<file path="config.mk">
export PLATFORM = sky130hd
export DESIGN_NAME = writeback_stage_flat
export DESIGN_NICKNAME = d
export VERILOG_FILES = /design/src/rtl/rv32_pkg.sv /design/src/rtl/writeback_stage_if.sv /design/src/rtl/writeback_stage_load_align.sv /design/src/rtl/writeback_stage.sv /design/src/flat_wrapper.sv
export SDC_FILE = /design/constraint.sdc
export NUM_CORES = 1
export LEC_CHECK = 0
export BUFFER_PORTS_ARGS = -buffer_cell sky130_fd_sc_hd__buf_2
export CAP_MARGIN = 20
export CORE_MARGIN = 3
export CORE_UTILIZATION = 51
export DETAILED_ROUTE_END_ITERATION = 10
export HOLD_SLACK_MARGIN = 0.1
export PLACE_DENSITY = 0.85
export REMOVE_ABC_BUFFERS = 1
export SYNTH_ARGS = -nofsm -noshare
export SYNTH_HDL_FRONTEND = slang
export SYNTH_SLANG_ARGS = --single-unit
</file>
<file path="constraint.sdc">
create_clock -name clk -period 5.05 [get_ports clk]
set_input_delay 0.2525 -clock clk [delete_from_list [all_inputs] [get_ports clk]]
set_output_delay 0.2525 -clock clk [all_outputs]
set_load 0.02 [all_outputs]
</file>
<file path="src/rtl/rv32_pkg.sv">
// Shared RV32I types and constants for the writeback stage.
// Optional build macro used by the stage: WB_INSTRET_EN (retired-write counter).
package rv32_pkg;

    localparam int unsigned XLEN       = 32;
    localparam int unsigned REG_ADDR_W = 5;
    localparam int unsigned INSTRET_W  = 64;

    typedef enum logic [1:0] {
        WB_NONE = 2'd0,
        WB_ALU  = 2'd1,
        WB_LOAD = 2'd2,
        WB_PC4  = 2'd3
    } wb_sel_t;

    localparam logic [2:0] F3_LB  = 3'd0;
    localparam logic [2:0] F3_LH  = 3'd1;
    localparam logic [2:0] F3_LW  = 3'd2;
    localparam logic [2:0] F3_LBU = 3'd4;
    localparam logic [2:0] F3_LHU = 3'd5;

    typedef enum logic [1:0] {
        WB_IDLE      = 2'd0,
        WB_WAIT_LOAD = 2'd1,
        WB_WRITE     = 2'd2
    } wb_state_t;

    // Context held across the wait for a load response
    typedef struct packed {
        logic [REG_ADDR_W-1:0] rd;
        logic [2:0]            funct3;
        logic [1:0]            addr;
    } load_ctx_t;

endpackage

</file>
<file path="src/rtl/writeback_stage_if.sv">
// Memory-stage to writeback-stage retire handshake.
interface writeback_stage_if;
    import rv32_pkg::*;

    logic                  in_valid;
    logic                  in_ready;
    logic [REG_ADDR_W-1:0] in_rd;
    wb_sel_t               in_wb_sel;
    logic [XLEN-1:0]       in_alu_result;
    logic [XLEN-1:0]       in_pc_plus4;
    logic [2:0]            in_funct3;

    modport master (
        output in_valid, in_rd, in_wb_sel, in_alu_result, in_pc_plus4, in_funct3,
        input  in_ready
    );

    modport slave (
        input  in_valid, in_rd, in_wb_sel, in_alu_result, in_pc_plus4, in_funct3,
        output in_ready
    );

endinterface

</file>
<file path="src/rtl/writeback_stage_load_align.sv">
// Load byte/half/word extraction with sign or zero extension from an aligned word.
module load_align
    import rv32_pkg::*;
(
    input  logic [XLEN-1:0] rdata,
    input  logic [1:0]      addr,
    input  logic [2:0]      funct3,
    output logic [XLEN-1:0] data_c,
    output logic            illegal_c
);

    logic [7:0]  byte_sel;
    logic [15:0] half_sel;

    always_comb begin
        case (addr)
            2'd0:    byte_sel = rdata[7:0];
            2'd1:    byte_sel = rdata[15:8];
            2'd2:    byte_sel = rdata[23:16];
            default: byte_sel = rdata[31:24];
        endcase
        half_sel = addr[1] ? rdata[31:16] : rdata[15:0];
    end

    always_comb begin
        data_c    = '0;
        illegal_c = 1'b0;
        case (funct3)
            F3_LB:   data_c = {{(XLEN-8){byte_sel[7]}}, byte_sel};
            F3_LH:   data_c = {{(XLEN-16){half_sel[15]}}, half_sel};
            F3_LW:   data_c = rdata;
            F3_LBU:  data_c = {{(XLEN-8){1'b0}}, byte_sel};
            F3_LHU:  data_c = {{(XLEN-16){1'b0}}, half_sel};
            default: illegal_c = 1'b1;
        endcase
    end

endmodule

</file>
<file path="src/rtl/writeback_stage.sv">
// RV32I writeback stage: retires instructions into the register file write port.
// Optional: define WB_INSTRET_EN to add a 64-bit count of WRITE cycles (instret).
module writeback_stage
    import rv32_pkg::*;
(
    input  logic                  clk,
    input  logic                  rst_n,
    writeback_stage_if.slave      wb,
    input  logic                  mem_rvalid,
    input  logic [XLEN-1:0]       mem_rdata,
    output logic [REG_ADDR_W-1:0] register_write,
    output logic [XLEN-1:0]       write_data,
    output logic                  register_write_enable,
    output logic                  illegal_load
`ifdef WB_INSTRET_EN
    ,
    output logic [INSTRET_W-1:0]  instret
`endif
);

    wb_state_t             state, state_d;
    load_ctx_t             ctx, ctx_d;
    logic [REG_ADDR_W-1:0] reg_d;
    logic [XLEN-1:0]       data_d;
    logic                  we_d;
    logic                  ill_d;
    logic                  accept;
    logic [XLEN-1:0]       align_data;
    logic                  align_illegal;

    assign wb.in_ready = (state != WB_WAIT_LOAD);
    assign accept      = wb.in_valid && wb.in_ready;

    load_align u_load_align (
        .rdata     (mem_rdata),
        .addr      (ctx.addr),
        .funct3    (ctx.funct3),
        .data_c    (align_data),
        .illegal_c (align_illegal)
    );

    always_ff @(posedge clk or negedge rst_n) begin
        if (!rst_n) begin
            state                 <= WB_IDLE;
            ctx                   <= '0;
            register_write        <= '0;
            write_data            <= '0;
            register_write_enable <= 1'b0;
            illegal_load          <= 1'b0;
        end else begin
            state                 <= state_d;
            ctx                   <= ctx_d;
            register_write        <= reg_d;
            write_data            <= data_d;
            register_write_enable <= we_d;
            illegal_load          <= ill_d;
        end
    end

    // Next state and next output register values; outputs hold unless a write is staged
    always_comb begin
        state_d = state;
        ctx_d   = ctx;
        reg_d   = register_write;
        data_d  = write_data;
        we_d    = 1'b0;
        ill_d   = 1'b0;
        case (state)
            WB_IDLE, WB_WRITE: begin
                state_d = WB_IDLE;
                if (accept) begin
                    if (wb.in_wb_sel == WB_LOAD) begin
                        state_d = WB_WAIT_LOAD;
                        ctx_d   = '{rd: wb.in_rd, funct3: wb.in_funct3,
                                    addr: wb.in_alu_result[1:0]};
                    end else begin
                        state_d = WB_WRITE;
                        reg_d   = wb.in_rd;
                        data_d  = (wb.in_wb_sel == WB_PC4) ? wb.in_pc_plus4 : wb.in_alu_result;
                        we_d    = (wb.in_wb_sel != WB_NONE) && (wb.in_rd != '0);
                    end
                end
            end
            WB_WAIT_LOAD: begin
                if (mem_rvalid) begin
                    state_d = WB_WRITE;
                    reg_d   = ctx.rd;
                    data_d  = align_illegal ? '0 : align_data;
                    we_d    = !align_illegal && (ctx.rd != '0);
                    ill_d   = align_illegal;
                end
            end
            default: state_d = WB_IDLE;
        endcase
    end

`ifdef WB_INSTRET_EN
    // One count per WRITE cycle, wrapping naturally at 2^64
    always_ff @(posedge clk or negedge rst_n) begin
        if (!rst_n) begin
            instret <= '0;
        end else if (state == WB_WRITE) begin
            instret <= instret + INSTRET_W'(1);
        end
    end
`endif

endmodule

</file>
<file path="src/flat_wrapper.sv">
// flat-port wrapper written by rule: the top's interface ports become plain ports
module writeback_stage_flat import rv32_pkg::*;
  (clk, rst_n, mem_rvalid, mem_rdata, register_write, write_data, register_write_enable, illegal_load, wb_in_valid, wb_in_rd, wb_in_wb_sel, wb_in_alu_result, wb_in_pc_plus4, wb_in_funct3, wb_in_ready);
  writeback_stage_if wb_i ();
  input  logic clk;
  input  logic rst_n;
  input  logic mem_rvalid;
  input  logic [XLEN-1:0] mem_rdata;
  output logic [REG_ADDR_W-1:0] register_write;
  output logic [XLEN-1:0] write_data;
  output logic register_write_enable;
  output logic illegal_load;
  input wire logic [$bits(wb_i.in_valid)-1:0] wb_in_valid;
  input wire logic [$bits(wb_i.in_rd)-1:0] wb_in_rd;
  input wire logic [$bits(wb_i.in_wb_sel)-1:0] wb_in_wb_sel;
  input wire logic [$bits(wb_i.in_alu_result)-1:0] wb_in_alu_result;
  input wire logic [$bits(wb_i.in_pc_plus4)-1:0] wb_in_pc_plus4;
  input wire logic [$bits(wb_i.in_funct3)-1:0] wb_in_funct3;
  output wire logic [$bits(wb_i.in_ready)-1:0] wb_in_ready;
  assign wb_i.in_valid = wb_in_valid;
  assign wb_i.in_rd = wb_in_rd;
  assign wb_i.in_wb_sel = wb_in_wb_sel;
  assign wb_i.in_alu_result = wb_in_alu_result;
  assign wb_i.in_pc_plus4 = wb_in_pc_plus4;
  assign wb_i.in_funct3 = wb_in_funct3;
  assign wb_in_ready = wb_i.in_ready;
  writeback_stage u_core (.clk(clk), .rst_n(rst_n), .wb(wb_i), .mem_rvalid(mem_rvalid), .mem_rdata(mem_rdata), .register_write(register_write), .write_data(write_data), .register_write_enable(register_write_enable), .illegal_load(illegal_load));
endmodule
</file>
==> summary.md, run 1 <==
| Metric | Value |
|---|---|
| Internal | 0.8756 mW |
| Area share of the largest cell type after synthesis | 40.43% |
| Yosys warns | 0 |
| Worst Slack Setup Final | 2.521 ns |
| Leakage | 2.083 nW |
| Routed WL per cell | 19.52 um |
| Register area share after synthesis | 40.43% |
| CTS clk-pin slew, worst paths | 0.09 ns |
| Tmin final | 2.529 ns |
| Final setup violation count | 0 |
| Main combinational cell family by area after synthesis | compound AO/OA/AOI/OAI gates |
| Num rows | 28 |
| Synth Instances | 280 |
| Die area | 0.007170 sq mm |
| Simple-gate share of the synthesized area | 7.610% |
| Actual slew at the worst max-slew pin | 0.9871 ns |
| Dpl cells | 484 |
| CTS HTree Levels | 2 |
| Die height | 84.68 um |
| Layout Nets | 528 |
| Hold Crit Class | in2reg |
| Post-DP HPWL | 7.129 mm |
| Compound-Gate Fraction of Synth Area | 25.21% |
| Fin Setup TNS | 0 ns |
| Post-Layout Cell Count | 493 |
| FFs w/ async S/R, synth | 100.0% |
| Post-DRT Antenna Nets | 0 |
| First-pass GRT wire length | 15.10 mm |
| CTS tree | yes |
| Reg power frac | 40.8% |
| Core ar. | 0.005956 sq mm |
| Metal-1 WL | 3.681 mm |
| Final wirelength | 9.623 mm |
| Cell variety after synth | 37 |
| GRT Total Usage | 26.31% |
| Sw frac | 36.80% |
| Fmax achieved | 0.3954 GHz |
| Root Driver | clkbuf_8 |
| Vias in the first global route | 3020 |
| Initial DRC Count | 244 |
| CTS sink cnt | 51 |
| Combinational share of power | 39.3% |
| Slew Viols, Final | 0 |
| RePlAce Congestion | 0.8794 |
| Total power | 1.385 mW |
| Clk_skew | 0.01179 ns |
| Pre-CTS setup slack | 2.549 ns |
| DR WL met3 | 805 um |
| Post-synthesis mux area share | 22.83% |
| Net switching power | 0.5098 mW |
| Io pins | 150 |
| Worst Setup End Kind | flip-flop |
| Commonest cells in the netlist | 54 x mux2i_1, 51 x dfrtp_1, 18 x nand2_1, 18 x o211ai_1 |
| Detailed-route DRC error count | 0 |
| DR top layer | met4 |
| Drt via density | 6.156 |
| Worst rel slew slack | 33.91% |
| Avg Inst Size Synth | 11.27 sq um |
| Clock buffer depth | 2 |
| Met2 WL post-DR | 4.898 mm |
| Largest net degree at the start of global routing | 44 |
| RSZ-0062 raised after global routing | false |
| Arrival @ worst endpoint | 2.75 ns |
| Worst VDD drop | 191.2 uV |
| Number of buffers added on ports | 149 |
| Pwr dens | 338.5 mW/mm^2 |
| WS Path Type | reg2reg |
| CP required | 5.27 ns |
| Critical path peak fanout | 12 |
| Synth Area in XOR/XNOR | 0% |
| Top cells by area, synth | dfrtp_1 40%, mux2i_1 17%, mux2_2 5.7%, o211ai_1 4.3%, a22oi_1 3.8% |
| N_diodes | 0 |
| Max-capacitance violation count | 0 |
| Grt ovf | 0 |
| Initial antenna violation count | 0 |
| Clk_lat worst skew | 0.31 ns |
| Status | completed |
| Via count | 3035 |
| Total CTS buffers | 5 |
| Clock group share of total power | 20.0% |
| Top-count cell post-synth | mux2i_1 |
| Layout cells sized above 1 | 48.09% |
| Final-report hold violation count | 0 |
| Crit share post-route | 50.08% |
| Ys flop type | dfrtp_1 |
| Cell Area, Synth | 0.003157 sq mm |
| Cell taking the most area after synthesis | dfrtp_1 |
| Number of synthesized flops with an enable pin | 0 |
| Post-Synth Adder-Cell Area | 0% |
| Flops & latches, synth | 51 |
| Synth-to-Final Area Change | 29.65% |
| Starting density of the core | 53.00% |
| Die Span X | 84.68 um |
| Critical Path Start Type | flip-flop |
| Drt pass-1 iters | 7 |
==> worst paths after layout <==
path | start | to | slack [ns] | cells after the start
max | u_core.ctx[2] | u_core.write_data[30] | 2.52 | 5
min | mem_rvalid | u_core.state[0] | 0.16 | 2
max reg2reg | u_core.ctx[2] | u_core.write_data[30] | 2.52 | 5
min reg2reg | u_core.register_write[4] | u_core.register_write[4] | 0.48 | 2
max in group asynchronous | rst_n | u_core.ctx[8] | 4.02 | 3
min in group asynchronous | rst_n | u_core.write_data[26] | 0.47 | 2
==> placed cells by master, fill, tap and decap left out, types with 2 or more instances in the layout <==
cell type	n
buf_2	149
inv_1	2
o21ai_0	7
clkbuf_8	5
nand2b_1	5
or3_1	2
a22oi_1	16
o221ai_2	8
a221o_1	8
o211ai_1	18
a21oi_1	2
nand3_1	2
or4_1	2
nand2_1	17
dfrtp_1	51
buf_4	3
nor2b_1	5
nor2_1	3
o22ai_1	7
o2bb2ai_1	7
nand3b_1	2
mux2_2	16
a221oi_2	7
mux2i_1	54
==> worst max-delay path, stage by stage, from the launching register on <==
cell	delay [ns]
dfrtp_1	0.51
nor3b_2	0.86
nor2b_1	0.65
buf_6	0.24
a22oi_1	0.07
o211ai_1	0.11
==> per-stage QoR <==
step                util (%)  cell area, sq um  hold WS, ns
finish                 68.72              4093       0.1554
global route           68.72              4093       0.1595
CTS                    68.26              4065       0.1507
detailed placement     66.37              3953       0.2720
global placement       65.84              3921       0.4592
floorplan                  -              3040     -0.04309
==> flip-flops by register name, summed over array words and instances (netlist names) <==
register and cells:
u_core.ctx 10, u_core.register_write_enable 1, u_core.state 2, u_core.illegal_load 1, u_core.register_write 5, u_core.write_data 32
==> repair_timing <==
action / 4_1_cts / 5_1_grt
gates resized for setup: 0 / 0
buffers inserted: 0 / 0
hold buffers: 1 / 0
hold endpoints to repair: 22 / 0
==> power groups by stage <==
stage	sequential (mW)	clock, mW	combinational, mW
floorplan	0.636	0	0.265
finish	0.565	0.277	0.544
global placement	0.564	0	0.515
global route	0.577	0.299	0.585
detailed placement	0.569	0	0.536
CTS	0.562	0.280	0.537
==> metal layers <==
layer | GRT usage, % | vias up
met5 | 0 | -
met4 | 9.784 | 0
met3 | 4.220 | 24
met2 | 44.84 | 169
met1 | 33.63 | 1459
li1 | - | 1383
==> cell families (layout without fill, tap and decap cells) <==
family	after synthesis	after routing
buf+inv	27	165
compound gates	88	88
flops	51	51
simple gates	44	44
mux	70	70
==> area by class of cell <==
| class | count | area, sq um |
|---|---|---|
| Timing Repair Buffer | 156 | 837.1 |
| Inverter | 2 | 7.507 |
| Multi-Input combinational cell | 202 | 1775 |
| Tap cell | 75 | 93.84 |
| Clock inverter | 1 | 30.03 |
| Fill cell | 469 | 1863 |
| Sequential cell | 51 | 1276 |
| Clock buffer | 6 | 72.57 |
(Power assumes the default switching activity.)
==> inputs of run 2 (changes only) <==
--- a/config.mk
+++ b/config.mk
@@ -5,13 +5,14 @@
 export SDC_FILE = /design/constraint.sdc
 export NUM_CORES = 1
 export LEC_CHECK = 0
+export ABC_AREA = 1
 export BUFFER_PORTS_ARGS = -buffer_cell sky130_fd_sc_hd__buf_2
 export CAP_MARGIN = 20
 export CORE_MARGIN = 3
-export CORE_UTILIZATION = 51
+export CORE_UTILIZATION = 50
 export DETAILED_ROUTE_END_ITERATION = 10
 export HOLD_SLACK_MARGIN = 0.1
-export PLACE_DENSITY = 0.85
+export PLACE_DENSITY = 0.8
 export REMOVE_ABC_BUFFERS = 1
 export SYNTH_ARGS = -nofsm -noshare
 export SYNTH_HDL_FRONTEND = slang
==> constraint.sdc (replaced) <==
create_clock -name clk -period 2.59 [get_ports clk]
set_input_delay 0.1295 -clock clk [delete_from_list [all_inputs] [get_ports clk]]
set_output_delay 0.1295 -clock clk [all_outputs]
set_load 0.02 [all_outputs]
==> run 2 against run 1 <==
Clock skew increased by 0.0012 ns. Largest cell class unchanged. Sequential share of layout area decreased by 4.3 points. Highest routed layer unchanged. Final cell count increased by 72%. Critical path type unchanged. Sequential power increased by 91%.
==> summary.md, run 2 <==
| Metric | Value |
|---|---|
| Root Driver | clkbuf_8 |
| Number of buffers added on ports | 149 |
| Status | completed |
| Synth Instances | 609 |
| Fill count | 706 |
| Via count | 4273 |
| Setup Buffers After CTS | 0 |
| Vias in the first global route | 3867 |
| Clock buffer depth | 2 |
| Compound-Gate Fraction of Synth Area | 19.19% |
| Die height | 93.35 um |
| CTS HTree Levels | 2 |
| Initial antenna violation count | 0 |
| Io pins | 150 |
| CTS clk-pin slew, worst paths | 0.11 ns |
| Placed Instance Area | 0.004548 sq mm |
| RSZ-0062 raised after global routing | false |
| Commonest non-fill, non-tap cell in the layout | nand2_1 |
| Largest net degree at the start of global routing | 38 |
| Grt ovf | 0 |
| Final-report hold violation count | 0 |
| FFs w/ async S/R, synth | 100.0% |
| Register area share after synthesis | 33.45% |
| Largest regs | u_core.write_data: 32 flops, u_core.ctx: 10 flops, u_core.register_write: 5 flops |
| Worst Setup SP | u_core.ctx[1] |
| Fin Setup TNS | 0 ns |
| Ys flop type | dfrtp_1 |
| Drt via density | 5.033 |
| Die Span X | 93.35 um |
| Synth-to-Final Area Change | 24.50% |
| CTS sink cnt | 51 |
| Post-Layout Cell Count | 849 |
| Cell Area, Synth | 0.003815 sq mm |
| Actual slew at the worst max-slew pin | 0.6691 ns |
| Multi-input gate area | 0.002018 sq mm |
| WS Path Type | reg2reg |
| Final setup violation count | 0 |
| Detailed-route DRC error count | 0 |
| Crit share post-route | 74.70% |
| Leakage | 2.732 nW |
| First-pass GRT wire length | 17.94 mm |
| Cell variety after synth | 24 |
| Simple-gate share of the synthesized area | 33.65% |
| Drt pass-1 iters | 5 |
| Commonest cells in the netlist | 154 x nand2_1, 111 x nor2_1, 78 x inv_1 |
| Die area | 0.008714 sq mm |
| Top cells by area, synth | dfrtp_1 33%, nand2_1 15%, nor2_1 11%, o21ai_0 9.8%, inv_1 7.7% |
| Commonest non-fill, non-tap cells in the layout | 153 x nand2_1, 149 x buf_2, 111 x nor2_1 |
| Synth Area in XOR/XNOR | 0% |
| Slew Viols, Final | 0 |
| Buf+Inv Stages, Crit Path | 1 |
| Hold Startpoint | wb_in_alu_result[0] |
| Avg Inst Size Synth | 6.264 sq um |
| Routed WL per cell | 13.27 um |
| Yosys warns | 0 |
| Main combinational cell family by area after synthesis | simple AND/OR/NAND/NOR gates |
| Fmax achieved | 0.5169 GHz |
| Initial DRC Count | 344 |
| Flops & latches, synth | 51 |
| Design area | 0.004750 sq mm |
| Dpl cells | 830 |
| Reg with most FFs | u_core.write_data |
| Cell taking the most area after synthesis | dfrtp_1 |
| Worst Setup End Kind | flip-flop |
| Post-synthesis mux area share | 0% |
| Final Util | 64.79% |
| Hold Crit Class | in2reg |
| Critical path peak fanout | 24 |
| Critical Path Start Type | flip-flop |
| Post-DP HPWL | 8.249 mm |
| Area share of the largest cell type after synthesis | 33.45% |
| Worst rel slew slack | 55.35% |
| Clk_lat worst skew | 0.31 ns |
| Worst R2R Start | u_core.ctx[1] |
| Num rows | 31 |
| Final wirelength | 11.27 mm |
| Post-DRT Antenna Nets | 0 |
| CP max stage cell | dfrtp_1 |
| Post-Synth Adder-Cell Area | 0% |
| Top-count cell post-synth | nand2_1 |
| RePlAce Congestion | 0.8748 |
| Arrival @ worst endpoint | 2.18 ns |
| CTS tree | yes |
| Layout cells sized above 1 | 26.53% |
| Register Area | 0.001276 sq mm |
| CP required | 2.83 ns |
| Starting density of the core | 52.04% |
| N_diodes | 0 |
| Max-capacitance violation count | 0 |
| Cells along the critical path | inv_2 -> nand3_1 -> nand3_2 -> nand3_2 -> nand2_1 -> nand2_1 -> a21oi_2 |
| Core ar. | 0.007331 sq mm |
| Tmin final | 1.935 ns |
| Cell family with the largest share of critical-path delay | simple AND/OR/NAND/NOR gates |
| Clk_skew | 0.01295 ns |
| GRT Total Usage | 25.54% |
| Worst VDD drop | 307.5 uV |
| Pwr dens | 570.7 mW/mm^2 |
| Max incr delay on CP | 0.55 ns |
| Number of synthesized flops with an enable pin | 0 |
| Max reg flops | 32 |
| Total CTS buffers | 5 |
| Layout Nets | 859 |
[run 2: cell types whose count changed in the layout (fill, tap and decap cells not counted), moves of 8 or more]
cell | previous run | this run
a21oi_1 | 2 | 27
a21oi_2 | 0 | 18
a221o_1 | 8 | 0
a22oi_1 | 16 | 0
dlygate4sd3_1 | 1 | 11
inv_1 | 2 | 78
mux2_2 | 16 | 0
mux2i_1 | 54 | 0
nand2_1 | 17 | 153
nand3_1 | 2 | 29
nor2_1 | 3 | 111
o211ai_1 | 18 | 0
o21ai_0 | 7 | 75
o221ai_2 | 8 | 0
[run 2: power breakdown]
| group | switching [mW] | internal (mW) | leakage, nW |
|---|---|---|---|
| registers | 0.130 | 0.953 | 0.579 |
| logic | 0.729 | 0.413 | 2.10 |
| clock network | 0.291 | 0.195 | 0.0485 |
| total | 1.15 | 1.56 | 2.73 |
[run 2: path summary, 6_finish.rpt]
path / endpoint / slack (ns) / cells past startpoint
max: u_core.write_data[19] / 0.66 / 7
min: u_core.ctx[0] / 0.11 / 3
max reg2reg: u_core.write_data[19] / 0.66 / 7
min reg2reg: u_core.write_data[16] / 0.52 / 2
max in group asynchronous: u_core.ctx[1] / 1.41 / 3
min in group asynchronous: u_core.write_data[7] / 0.37 / 2
[run 2: cell type report]
| type | instances | area share (%) |
|---|---|---|
| clock inverters | 3 | 0.4742 |
| multi-input cells | 440 | 42.49 |
| flip-flops and latches | 51 | 26.87 |
| inverters | 83 | 6.560 |
| repair buffers | 168 | 19.55 |
| well taps | 99 | 2.608 |
| clock buffers | 5 | 1.449 |
[run 2: timing repair]
action,CTS,global route
endpoints found under the hold margin,31,3
gates resized for setup,0,0
hold buffers,9,2
[run 2: worst register-to-register path, stage by stage (launching register included)]
cell	delay, ns
dfrtp_1	0.55
inv_2	0.29
nand3_1	0.14
nand3_2	0.12
nand3_2	0.38
nand2_1	0.18
nand2_1	0.07
a21oi_2	0.14
[run 2: metrics by stage]
step           worst slack, ns  total power [mW]  hold WS [ns]
2_1_floorplan         -0.08324             1.801       -0.1661
3_3_place_gp            0.7687             2.179        0.1451
3_5_place_dp            0.6657             2.216        0.1574
4_1_cts                 0.6582             2.723        0.1008
5_1_grt                 0.3940             2.908        0.1183
6_report                0.6554             2.710        0.1124
[run 2: kinds of logic after synthesis]
kind of cell    count (synthesis)
flops                          51
simple gates                  309
buf+inv                       118
compound gates                131
[run 2: metal layers]
layer / up-vias / track usage [%] / share of wire (%)
li1: 2170 / - / -
met1: 1903 / 32.84 / 42
met2: 176 / 43.06 / 48
met3: 24 / 5.792 / 8.1
met4: 0 / 7.082 / 1.9
met5: - / 0 / 0
==> inputs of run 3 (changes only) <==
==> constraint.sdc (replaced) <==
create_clock -name clk -period 1.9 [get_ports clk]
set_input_delay 0.095 -clock clk [delete_from_list [all_inputs] [get_ports clk]]
set_output_delay 0.095 -clock clk [all_outputs]
set_load 0.02 [all_outputs]
==> run 3 against run 2 <==
Wire length is 0.53% lower. Count of clock-buffer cells in the layout is 1 higher. Clock skew is 0.0078 ns lower. Die area stayed put. Core utilization is 1.1 points higher. Setup slack worse by 0.49 ns. Register-to-register slack worse by 0.49 ns. Combinational power is 39% higher. Critical path type unchanged.
==> summary.md, run 3 (same netlist as run 2, synthesis figures left out) <==
| Metric | Value |
|---|---|
| Largest regs | u_core.write_data: 32 flops, u_core.ctx: 10 flops, u_core.register_write: 5 flops |
| Worst Setup End Kind | flip-flop |
| Critical path peak fanout | 9 |
| Initial antenna violation count | 0 |
| Worst Setup SP | u_core.ctx[3] |
| Final Util | 65.92% |
| Routed WL per cell | 13.06 um |
| Die area | 0.008714 sq mm |
| GRT Total Usage | 26.24% |
| First-pass GRT wire length | 18.56 mm |
| RePlAce Congestion | 0.8866 |
| Die Span X | 93.35 um |
| Drt via density | 5.047 |
| Layout Nets | 868 |
| Largest net degree at the start of global routing | 52 |
| Pwr dens | 770.0 mW/mm^2 |
| Commonest non-fill, non-tap cells in the layout | 153 x nand2_1, 149 x buf_2, 111 x nor2_1 |
| Detailed-route DRC error count | 0 |
| Clk_skew | 0.005111 ns |
| Max-capacitance violation count | 0 |
| WS Path Type | reg2reg |
| Hold Startpoint | wb_in_valid |
| Final setup violation count | 0 |
| Setup Buffers After CTS | 0 |
| Clock buffer depth | 2 |
| Worst VDD drop | 341.9 uV |
| Arrival @ worst endpoint | 1.98 ns |
| Crit share post-route | 91.49% |
| Clk_lat worst skew | 0.31 ns |
| Commonest non-fill, non-tap cell in the layout | nand2_1 |
| CTS sink cnt | 51 |
| Hold Crit Class | in2reg |
| Root Driver | clkbuf_8 |
| Worst R2R Start | u_core.ctx[3] |
| Actual slew at the worst max-slew pin | 0.5942 ns |
| CP required | 2.15 ns |
| Post-DP HPWL | 8.399 mm |
| Total CTS buffers | 5 |
| Critical Path Start Type | flip-flop |
| N_diodes | 0 |
| Synth-to-Final Area Change | 26.66% |
| Num rows | 31 |
| Vias in the first global route | 4184 |
| Placed Instance Area | 0.004613 sq mm |
| Worst R2R Setup Slack | 0.16 ns |
| CTS clk-pin slew, worst paths | 0.10 ns |
| Max reg flops | 32 |
| Via count | 4330 |
| Reg with most FFs | u_core.write_data |
| Post-CTS Resized | 0 |
| Core ar. | 0.007331 sq mm |
| Tmin final | 1.738 ns |
| Design area | 0.004832 sq mm |
| Starting density of the core | 52.04% |
| CTS Hold Bufs | 13 |
| Number of buffers added on ports | 149 |
| CTS HTree Levels | 2 |
| CTS tree | yes |
| Final wirelength | 11.21 mm |
| Grt ovf | 0 |
| Post-DRT Antenna Nets | 0 |
| Status | completed |
| Worst rel slew slack | 60.29% |
| Initial DRC Count | 250 |
| Drt pass-1 iters | 5 |
| Die height | 93.35 um |
| RSZ-0062 raised after global routing | false |
| Fmax achieved | 0.5753 GHz |
| Layout cells sized above 1 | 27.01% |
| Slew Viols, Final | 0 |
| Leakage | 2.770 nW |
| Final-report hold violation count | 0 |
| Io pins | 150 |
-- run 3: cell types whose count changed in the layout (fill, tap and decap cells not counted) --
| cell | previous run | this run |
|---|---|---|
| clkinv_2 | 1 | 0 |
| clkbuf_1 | 0 | 1 |
| buf_4 | 7 | 13 |
| buf_12 | 1 | 2 |
| clkinv_4 | 1 | 0 |
| clkinvlp_4 | 0 | 1 |
| dlygate4sd3_1 | 11 | 13 |
-- run 3: worst paths after layout --
kind	to	cells past startpoint
worst max register to register	u_core.write_data[29]	8
min in group asynchronous	u_core.register_write[0]	3
worst min register to register	u_core.write_data[28]	2
max in group asynchronous	u_core.write_data[13]	3
worst max-delay path	u_core.write_data[29]	8
worst min-delay path	u_core.register_write_enable	5
-- run 3: worst max-delay path, stage by stage (launching register included) --
cell	delay, ns
dfrtp_1	0.55
nor2_4	0.21
inv_2	0.09
nor2_1	0.12
nand3_2	0.21
buf_4	0.23
nand2_1	0.05
nand2_1	0.07
a21oi_2	0.13
-- run 3: stage by stage --
stage | setup TNS (ns) | hold WS [ns] | cells | power (mW) | setup WS, ns
CTS | 0 | 0.1354 | 858 | 3.735 | 0.1637
detailed placement | 0 | 0.1177 | 837 | 3.049 | 0.2287
global route | 0 | 0.1801 | 858 | 3.983 | 0.02486
finish | 0 | 0.1393 | 858 | 3.721 | 0.1617
floorplan | -26.22 | -0.2006 | 574 | 2.455 | -0.7732
global placement | 0 | 0.1045 | 837 | 3.001 | 0.2994
-- run 3: per-layer routing --
layer  GRT usage (%)  share of wire (%)  vias up
met3           4.907                7.9       26
met2           45.15                 48      195
met4           9.280                2.3        0
met1           32.77                 42     1921
li1                -                  -     2188
met5               0                  0        -
-- run 3: power breakdown --
| part | internal [mW] | switching [mW] | total, mW |
|---|---|---|---|
| Sequential | 1.30 | 0.161 | 1.46 |
| Clock | 0.266 | 0.401 | 0.667 |
| Combinational | 0.589 | 1.00 | 1.59 |
-- run 3: area by class of cell --
type                    instances  area, sq um
fillers                       659         2499
multi-input cells             440         2018
clock buffers                   6        72.57
inverters                      83        311.5
repair buffers                177         1013
flip-flops and latches         51         1276
well taps                      99        123.9
clock inverters                 2        16.27
